## config.mk

```make
export PLATFORM = sky130hd
export DESIGN_NAME = alu_sequencer
export DESIGN_NICKNAME = d
export VERILOG_FILES = /design/src/rtl/alu_sequencer.sv
export SDC_FILE = /design/constraint.sdc
export NUM_CORES = 1
export LEC_CHECK = 0
export BUFFER_PORTS_ARGS = -buffer_cell sky130_fd_sc_hd__buf_2
export CAP_MARGIN = 20
export CELL_PAD_IN_SITES_DETAIL_PLACEMENT = 1
export CELL_PAD_IN_SITES_GLOBAL_PLACEMENT = 2
export CORE_UTILIZATION = 25
export CTS_BUF_LIST = sky130_fd_sc_hd__clkbuf_4 sky130_fd_sc_hd__clkbuf_8 sky130_fd_sc_hd__clkbuf_16
export DETAILED_ROUTE_END_ITERATION = 6
export PLACE_DENSITY = 0.8
export RECOVER_POWER = 25
export SYNTH_ARGS = -nofsm -noshare
export SYNTH_HDL_FRONTEND = slang
export SYNTH_SLANG_ARGS = --single-unit
```

## constraint.sdc

```tcl
create_clock -name clk -period 1.4 [get_ports clk]
set_input_delay 0.14 -clock clk [delete_from_list [all_inputs] [get_ports clk]]
set_output_delay 0.14 -clock clk [all_outputs]
set_load 0.02 [all_outputs]
```

## src/rtl/alu_sequencer.sv

```systemverilog
// alu_sequencer
//   Operation sequencer for the shared 8-bit 2A03 ALU. It accepts one
//   operation at a time over a valid/ready handshake and latches its operands.
//   It then drives the ALU with one-hot function enables, operands and
//   carry-in. The ALU result is registered, and N/Z/C/V are derived together
//   with per-flag update strobes. ADW (16-bit base + signed 8-bit offset,
//   used for branch targets) takes two ALU passes.
//
// Ports
//   clk, rst          clock, synchronous active-high reset
//   op_valid/op_ready request handshake (ready only in IDLE, not in reset)
//   op_code           operation select (0..C legal, D..F illegal)
//   a_in, a_hi_in     operand A / 16-bit base {a_hi_in, a_in}
//   b_in, c_in        operand B / signed offset, incoming carry
//   alu_*_en          one-hot ALU function enables, alu_inv_en inverts B
//   alu_a, alu_b      ALU operands (from latched operands only)
//   alu_cin           ALU carry-in
//   alu_res/cout/ovf  combinational ALU results
//   res_out           result / low byte, res_hi_out high byte (ADW)
//   res_we            write-back strobe (with done)
//   flag_n/z/c/v      registered flags
//   upd_nz/c/v        flag write strobes (with done)
//   done              one-cycle completion pulse
//   err               one-cycle pulse with done for an illegal op_code
module alu_sequencer (
  input  logic       clk,
  input  logic       rst,
  input  logic       op_valid,
  output logic       op_ready,
  input  logic [3:0] op_code,
  input  logic [7:0] a_in,
  input  logic [7:0] a_hi_in,
  input  logic [7:0] b_in,
  input  logic       c_in,
  output logic       alu_sum_en,
  output logic       alu_and_en,
  output logic       alu_eor_en,
  output logic       alu_or_en,
  output logic       alu_sr_en,
  output logic       alu_ror_en,
  output logic       alu_inv_en,
  output logic [7:0] alu_a,
  output logic [7:0] alu_b,
  output logic       alu_cin,
  input  logic [7:0] alu_res,
  input  logic       alu_cout,
  input  logic       alu_ovf,
  output logic [7:0] res_out,
  output logic [7:0] res_hi_out,
  output logic       res_we,
  output logic       flag_n,
  output logic       flag_z,
  output logic       flag_c,
  output logic       flag_v,
  output logic       upd_nz,
  output logic       upd_c,
  output logic       upd_v,
  output logic       done,
  output logic       err
);

  localparam int DATA_W = 8;

  localparam logic [3:0] OP_ADC = 4'h0;
  localparam logic [3:0] OP_SBC = 4'h1;
  localparam logic [3:0] OP_AND = 4'h2;
  localparam logic [3:0] OP_ORA = 4'h3;
  localparam logic [3:0] OP_EOR = 4'h4;
  localparam logic [3:0] OP_ASL = 4'h5;
  localparam logic [3:0] OP_ROL = 4'h6;
  localparam logic [3:0] OP_LSR = 4'h7;
  localparam logic [3:0] OP_ROR = 4'h8;
  localparam logic [3:0] OP_CMP = 4'h9;
  localparam logic [3:0] OP_INC = 4'hA;
  localparam logic [3:0] OP_DEC = 4'hB;
  localparam logic [3:0] OP_ADW = 4'hC;

  typedef enum logic [1:0] {
    S_IDLE  = 2'd0,
    S_EXEC1 = 2'd1,
    S_EXEC2 = 2'd2,
    S_DONE  = 2'd3
  } state_t;

  state_t state, state_nxt;

  logic [3:0]               op_p0;
  logic [DATA_W-1:0]        a_p0;
  logic [DATA_W-1:0]        a_hi_p0;
  logic signed [DATA_W-1:0] b_p0;
  logic                     c_p0;
  logic                     carry_p1;

  logic dec_we, dec_nz, dec_c, dec_v, dec_ill;

  assign op_ready = (state == S_IDLE) && !rst;

  // Which results the latched operation writes back.
  always_comb begin
    dec_we  = 1'b0;
    dec_nz  = 1'b0;
    dec_c   = 1'b0;
    dec_v   = 1'b0;
    dec_ill = 1'b0;
    case (op_p0)
      OP_ADC, OP_SBC: begin
        dec_we = 1'b1; dec_nz = 1'b1; dec_c = 1'b1; dec_v = 1'b1;
      end
      OP_AND, OP_ORA, OP_EOR, OP_INC, OP_DEC: begin
        dec_we = 1'b1; dec_nz = 1'b1;
      end
      OP_ASL, OP_ROL, OP_LSR, OP_ROR: begin
        dec_we = 1'b1; dec_nz = 1'b1; dec_c = 1'b1;
      end
      OP_CMP: begin
        dec_nz = 1'b1; dec_c = 1'b1;
      end
      OP_ADW: dec_we = 1'b1;
      default: dec_ill = 1'b1;
    endcase
  end

  always_ff @(posedge clk) begin
    if (rst) state <= S_IDLE;
    else     state <= state_nxt;
  end

  // Next state and ALU drive; the ALU is idle (all zero) outside EXEC1/EXEC2.
  always_comb begin
    state_nxt  = state;
    alu_sum_en = 1'b0;
    alu_and_en = 1'b0;
    alu_eor_en = 1'b0;
    alu_or_en  = 1'b0;
    alu_sr_en  = 1'b0;
    alu_ror_en = 1'b0;
    alu_inv_en = 1'b0;
    alu_a      = '0;
    alu_b      = '0;
    alu_cin    = 1'b0;
    case (state)
      S_IDLE: begin
        if (op_valid && op_ready) state_nxt = S_EXEC1;
      end
      S_EXEC1: begin
        state_nxt = (op_p0 == OP_ADW) ? S_EXEC2 : S_DONE;
        alu_a     = a_p0;
        case (op_p0)
          OP_ADC: begin alu_sum_en = 1'b1; alu_b = b_p0; alu_cin = c_p0; end
          OP_SBC: begin
            alu_sum_en = 1'b1; alu_inv_en = 1'b1; alu_b = b_p0; alu_cin = c_p0;
          end
          OP_AND: begin alu_and_en = 1'b1; alu_b = b_p0; end
          OP_ORA: begin alu_or_en  = 1'b1; alu_b = b_p0; end
          OP_EOR: begin alu_eor_en = 1'b1; alu_b = b_p0; end
          // Shifts left are A + A so the ALU carry-out is A[7].
          OP_ASL: begin alu_sum_en = 1'b1; alu_b = a_p0; end
          OP_ROL: begin alu_sum_en = 1'b1; alu_b = a_p0; alu_cin = c_p0; end
          OP_LSR: alu_sr_en = 1'b1;
          OP_ROR: begin alu_ror_en = 1'b1; alu_cin = c_p0; end
          OP_CMP: begin
            alu_sum_en = 1'b1; alu_inv_en = 1'b1; alu_b = b_p0; alu_cin = 1'b1;
          end
          OP_INC: begin alu_sum_en = 1'b1; alu_b = 8'h01; end
          // A + ~1 + 1 = A - 1
          OP_DEC: begin
            alu_sum_en = 1'b1; alu_inv_en = 1'b1; alu_b = 8'h01; alu_cin = 1'b1;
          end
          OP_ADW: begin alu_sum_en = 1'b1; alu_b = b_p0; end
          default: ;
        endcase
      end
      S_EXEC2: begin
        // ADW high byte: base high + sign extension of offset + low carry.
        state_nxt  = S_DONE;
        alu_sum_en = 1'b1;
        alu_a      = a_hi_p0;
        alu_b      = {DATA_W{b_p0[DATA_W-1]}};
        alu_cin    = carry_p1;
      end
      S_DONE: state_nxt = S_IDLE;
      default: state_nxt = S_IDLE;
    endcase
  end

  always_ff @(posedge clk) begin
    if (rst) begin
      op_p0      <= '0;
      a_p0       <= '0;
      a_hi_p0    <= '0;
      b_p0       <= '0;
      c_p0       <= 1'b0;
      carry_p1   <= 1'b0;
      res_out    <= '0;
      res_hi_out <= '0;
      flag_n     <= 1'b0;
      flag_z     <= 1'b0;
      flag_c     <= 1'b0;
      flag_v     <= 1'b0;
      res_we     <= 1'b0;
      upd_nz     <= 1'b0;
      upd_c      <= 1'b0;
      upd_v      <= 1'b0;
      done       <= 1'b0;
      err        <= 1'b0;
    end else begin
      res_we <= 1'b0;
      upd_nz <= 1'b0;
      upd_c  <= 1'b0;
      upd_v  <= 1'b0;
      done   <= 1'b0;
      err    <= 1'b0;
      case (state)
        // Stage p0: operand latch at acceptance.
        S_IDLE: begin
          if (op_valid) begin
            op_p0   <= op_code;
            a_p0    <= a_in;
            a_hi_p0 <= a_hi_in;
            b_p0    <= b_in;
            c_p0    <= c_in;
          end
        end
        // Stage p1: first-pass capture.
        S_EXEC1: begin
          if (dec_ill) begin
            done <= 1'b1;
            err  <= 1'b1;
          end else if (op_p0 == OP_ADW) begin
            res_out  <= alu_res;
            carry_p1 <= alu_cout;
          end else begin
            done   <= 1'b1;
            res_we <= dec_we;
            upd_nz <= dec_nz;
            upd_c  <= dec_c;
            upd_v  <= dec_v;
            if (dec_we) res_out <= alu_res;
            if (dec_nz) begin
              flag_n <= alu_res[DATA_W-1];
              flag_z <= (alu_res == '0);
            end
            if (dec_c) flag_c <= alu_cout;
            if (dec_v) flag_v <= alu_ovf;
          end
        end
        // Stage p2: ADW high-byte capture.
        S_EXEC2: begin
          res_hi_out <= alu_res;
          res_we     <= 1'b1;
          done       <= 1'b1;
        end
        default: ;
      endcase
    end
  end

endmodule

```

[Word level (Yosys, flattened, before mapping)]
Cells that the tools add are included.
Storage, ports and cells
  bits in registers: 58
  output and inout bits: 51
  logic and storage cells: 100
  input port bits: 42
Operators by class
  equal/unequal tests: 16
  bitwise gates (word level): 3
  reduce and logical (&&, ||, !) cells: 27
  mux-type cells: 35
Operators with widths (count)
  $pmux 8 s2: 2
  $pmux 8 s3: 1
  $reduce_or 12->1: 2
  $mux 1: 23
  $eq 4x4->1 const B: 5
  $eq 4x3->1 const B: 4
  $mux 8: 2
  $reduce_or 7->1: 2
  $reduce_or 13->1: 1
  $reduce_and 4->1: 3
  $pmux 1 s2: 5
  $reduce_or 2->1: 5
  $eq 4x2->1 const B: 2
  $logic_not 8->1: 1
  $pmux 2 s4: 1
  $reduce_or 4->1: 2
  $reduce_or 8->1: 1
  $reduce_and 3->1: 2
  $eq 2x2->1 const B: 2
  $eq 4x1->1 const B: 1
  $logic_not 4->1: 1
  $not 1->1: 3
  $reduce_or 3->1: 1
  $eq 2x1->1 const B: 1
  7 further kinds: 8

[Longest topological paths before layout]
  word-level depth: 6
  gate-level depth with buffers: 7
  depth with buffers taken out: 6

[Worst setup path after synthesis]
No wires, ideal clock.
  kind: flip-flop to output port
  start point: register state[0]
  end point: output alu_cin
  buffers on the path: 2
  slack: -0.315 ns
  arrival time: 1.575 ns
  cell stages (with the launch flop): 7
  data required time: 1.260 ns
  cell sequence: dfxtp_1 > inv_1 > ha_1 > buf_2 > buf_2 > nand2_1 > a21boi_0
Between the ends
  cells in the longest elaborated chain, start to end: 2
  elaborated cells on any way between the ends: 3
  those cells by class: eq/ne (2); mux (1)
RTL lines
  start, declared: line 85  | state_t state, state_nxt;
  start signal, assigned: line 125  | else state <= state_nxt;
  $eq 2x2->1 or $eq 2x1->1 (tied branches): line 141  | case (state)
  $pmux 1 s2 (*): line 141
  end, declared: line 44  | output logic alu_cin,
Every way passes the cells marked *; elsewhere a longest branch is shown, timed or not.

[Final worst setup path]
  start point: register op_p0[1]
  end point: output alu_b[0]
Between the ends
  cells in the longest elaborated chain, start to end: 4
  elaborated cells on any way between the ends: 16
  those cells by class: eq/ne (10); mux (2); reduce/logical (4)
RTL lines
  start, declared: line 87  | logic [3:0] op_p0;
  start signal, assigned: line 217  | op_p0 <= op_code;
  $eq 4x4->1 (tied with other cells): line 148  | case (op_p0)
  $reduce_or 7->1 (no line) or $reduce_or 2->1 (tied branches)
  $pmux 8 s3 (*): line 148
  $pmux 8 s2 (*): line 141
  end, declared: line 43  | output logic [7:0] alu_b,
Marks and branches as above.

==> summary.txt <==
Routing
  • Via-to-Cell Ratio: 4.92
  • Remaining DRCs: 0
  • Via count: between 3,000 and 4,000
  • Post-Route WL: 11.1 mm
  • Routed len/inst: 17.2 um
  • Drt pass-1 iters: 4
  • Detailed Route Iter0 Violations: 92
  • Final ANT Viol Nets: 0

Final layout
  • # fillers: 1,308
  • Net count, final: 546
  • Final std cells w/o fill: around 650
  • Number of antenna cells inserted: 0
  • Layout area overhead: 62.5%
  • Fin area: 4710 sq um
  • Layout cells sized above 1: 0.426

Setup path
  • Crit path launch: op_p0[1]$_SDFFE_PP0P_
  • Crit-path cells: maj3_2 -> a221oi_2 -> o21a_2 -> o31a_1 -> buf_6
  • WP data required: 1.26 ns
  • Critical path's slowest cell: dfxtp_2
  • CP endpoint kind: output pin
  • Family with the most delay on the worst path: compound AO/OA/AOI/OAI gates
  • Worst path depth: 5
  • WP buf/inv: 1
  • Reg-to-reg slack, setup: -0.17 ns
  • RR Endpoint: flag_v$_SDFFE_PP0P_
  • Worst r2r src: state[1]$_SDFFE_PP0P_
  • Path depth of the worst reg2reg path: 7
  • WP data arrival: 1.85 ns
  • Crit Path Class: reg2out
  • Critical-path maximum fanout: 7
  • Max incr delay on CP: 0.33 ns
  • Crit path launch type: flip-flop
  • Crit path capture: alu_b[0]

Outcome
  • Failing checks: setup timing
  • Status: complete, but fails checks

Min path
  • Worst min-delay path class: in2reg
  • WHS Path Cells: 3
  • Hold path start: b_in[2]

Timing
  • Final WS setup: -0.592 ns
  • # setup viols final: 35
  • Final period utilization: 1.42
  • Unrepaired setup endpoints after global routing: true
  • Min cycle time layout: 1.99 ns
  • Max Fclk: 502 MHz
  • Clock skew: around 0.0060 ns
  • Hold slack: 0.0490 ns
  • Final Hold Viols: 0
  • Final setup TNS: -10.12 ns
  • Worst-Margin Slew: ~0.4 ns
  • Pins Over Slew Limit: 0
  • Rel. slew slack: 0.724

Placement
  • Pre-CTS worst setup slack: -0.251 ns
  • Post-DP Area: just under 4000 sq um
  • Post-DP HPWL: 7.51 mm
  • # port buffers: 92
  • Routability cong.: 0.837
  • Dpl cells: between 600 and 700

Synth
  • Top-area cell type share of the netlist area: 0.401
  • FFs w/ async S/R, synth: 0
  • Synth area leader: dfxtp_1
  • #FFs+latches synth: 58
  • Largest cells by area after synthesis: dfxtp_1 40%, nand2_1 12%, a21oi_1 8.5%
  • Synth Instances: 369
  • Synthesis warning total: 0
  • Synth Net Count: around 420
  • Post-synth EDFFs: 0
  • Synth Flop Type: dfxtp_1
  • Cell variety after synth: 46
  • Sequential element share of the synthesized area: 0.401
  • Mean area per synthesized cell: roughly 8 sq um
  • Synthesized area: between 2000 and 3000 sq um

Floorplan
  • Initial Util: 0.262
  • FP Rows: 38
  • Core area: 11,100 sq um
  • Die ar.: about 12,000 sq um
  • # IOs: 93
  • Die H: 110 um
  • Die W: ~110 um

Global routing
  • Pin count of the biggest net entering global routing: 30
  • Tot GR Track Use: 0.186
  • Total grt overflow: 0
  • Initial antenna violation count: 0
  • First-pass GRT wire length: 16.7 mm
  • Vias in the first global route: approximately 3,300

Clock network
  • Clock latency at the later pin of the worst-skew pair: 0.33 ns
  • CTS Root Cell: clkbuf_16
  • H-tree depth: 3
  • TritonCTS clock tree: built
  • CTS Buffer Depth: 2
  • CTS clk-pin slew, worst paths: around 0.050 ns
  • CTS Buf Count: 9
  • Hold-fix buffers at CTS: 0
  • Clock sink count: 58

Power
  • Worst vdd ir: 0.000724 V
  • Leak Pwr: about 0.0019 uW
  • Power Density: 1990 nW/um^2

Flow run
  • Maxcap violations: 0
## worst min path at each step
stage | to | slack (ns)
after detailed placement | a_p0[0]$_SDFFE_PP0P_ | 0.39
after global routing | a_p0[1]$_SDFFE_PP0P_ | 0.05
final | b_p0[2]$_SDFFE_PP0P_ | 0.05
after global placement | flag_v$_SDFFE_PP0P_ | 0.39
after floorplan | op_p0[3]$_SDFFE_PP0P_ | 0.27
after CTS | a_p0[0]$_SDFFE_PP0P_ | 0.04
## through the flow
step	total power (uW)	util
floorplan	4450	-
global placement	5770	0.349
detailed placement	5850	0.349
CTS	9090	0.413
global route	9860	0.425
finish	9390	0.425
## area by class of cell
cell class / instances / area (sq um) / share of cell area
clock buffer: 11 / 246 / 0.0523
sequential: 58 / 1170 / 0.249
inverter: 6 / 32.5 / 0.00690
clock inverter: 5 / 77.6 / 0.0165
timing repair buffer: 150 / 1150 / 0.244
multi-input combinational: 275 / 1860 / 0.395
tap: 140 / 175 / 0.0372
## synthesized netlist by cell type (4+ instances only)
cell and count:
a211oi_1 4, nand2b_1 7, dfxtp_1 58, ha_1 4, nor2b_1 14, a21oi_1 49, clkbuf_1 13, nor2_1 26
o31a_1 7, inv_1 4, buf_4 4, a22oi_1 8, buf_2 9, a311oi_1 6, o21ai_0 6, mux2i_1 20
nand2_1 90
## placed cells by master, fill, tap and decap left out, types with 2 or more instances in the layout
cell       instances
o21ai_0            3
nor4_1             2
o31a_1             7
nor2b_2            8
clkinv_2           2
nor2b_1            4
clkbuf_1          15
buf_6             24
a311oi_1           5
nor2_4             4
inv_1              2
nor2_1            21
buf_2             53
o21ai_1            2
nand2b_1           6
o21a_2             2
buf_4             48
dfxtp_1           52
inv_4              2
clkbuf_16          9
nand2_1           87
a221oi_2           2
nand2_2            2
nor2b_4            2
mux2i_1           18
nor3_1             2
nand4_1            2
dfxtp_2            5
nand3_1            2
buf_12             6
ha_4               2
bufinv_16          2
buf_8              3
a21oi_1           48
a22oi_2            8
a211oi_4           2
## state kept, by name, summed over array words and instances (netlist names), 2 cells and up
signal      cells
a_hi_p0         8
res_out         8
a_p0            8
res_hi_out      8
op_p0           4
b_p0            8
state           2
## timing repair
action	4_1_cts	5_1_grt
gates resized for setup	88	34
setup endpoints to repair	38	59
cloned	2	0
buffers inserted	5	5
pin swaps	15	8
## metal layers
| metal | GRT usage | up-vias | wire length [um] |
|---|---|---|---|
| li1 | - | 1533 | - |
| met1 | 0.227 | 1537 | 4950 |
| met5 | 0 | - | 0 |
| met4 | 0.0829 | 0 | 204 |
| met3 | 0.0385 | 16 | 452 |
| met2 | 0.316 | 89 | 5520 |
## worst min-delay path, stage by stage
cell and delay (ns):
buf_2 0.10, nand2_1 0.04, a21oi_1 0.05
## report_power, final
part	internal [uW]	switching [uW]	leakage, uW	total (uW)
combinational	2220	2490	0.00126	4710
clock	1620	784	0.000159	2400
sequential	2010	268	0.000477	2280
## kinds of logic after synthesis
| family | count (synthesis) | synth area share |
|---|---|---|
| simple gates | 153 | 0.233 |
| compound gates | 95 | 0.212 |
| flops | 58 | 0.401 |
| buf+inv | 36 | 0.0583 |
| mux | 20 | 0.0691 |
| fa+ha+maj | 5 | 0.0211 |
| xor+xnor | 2 | 0.00604 |
Note: power is estimated with default switching activity, not from simulation.
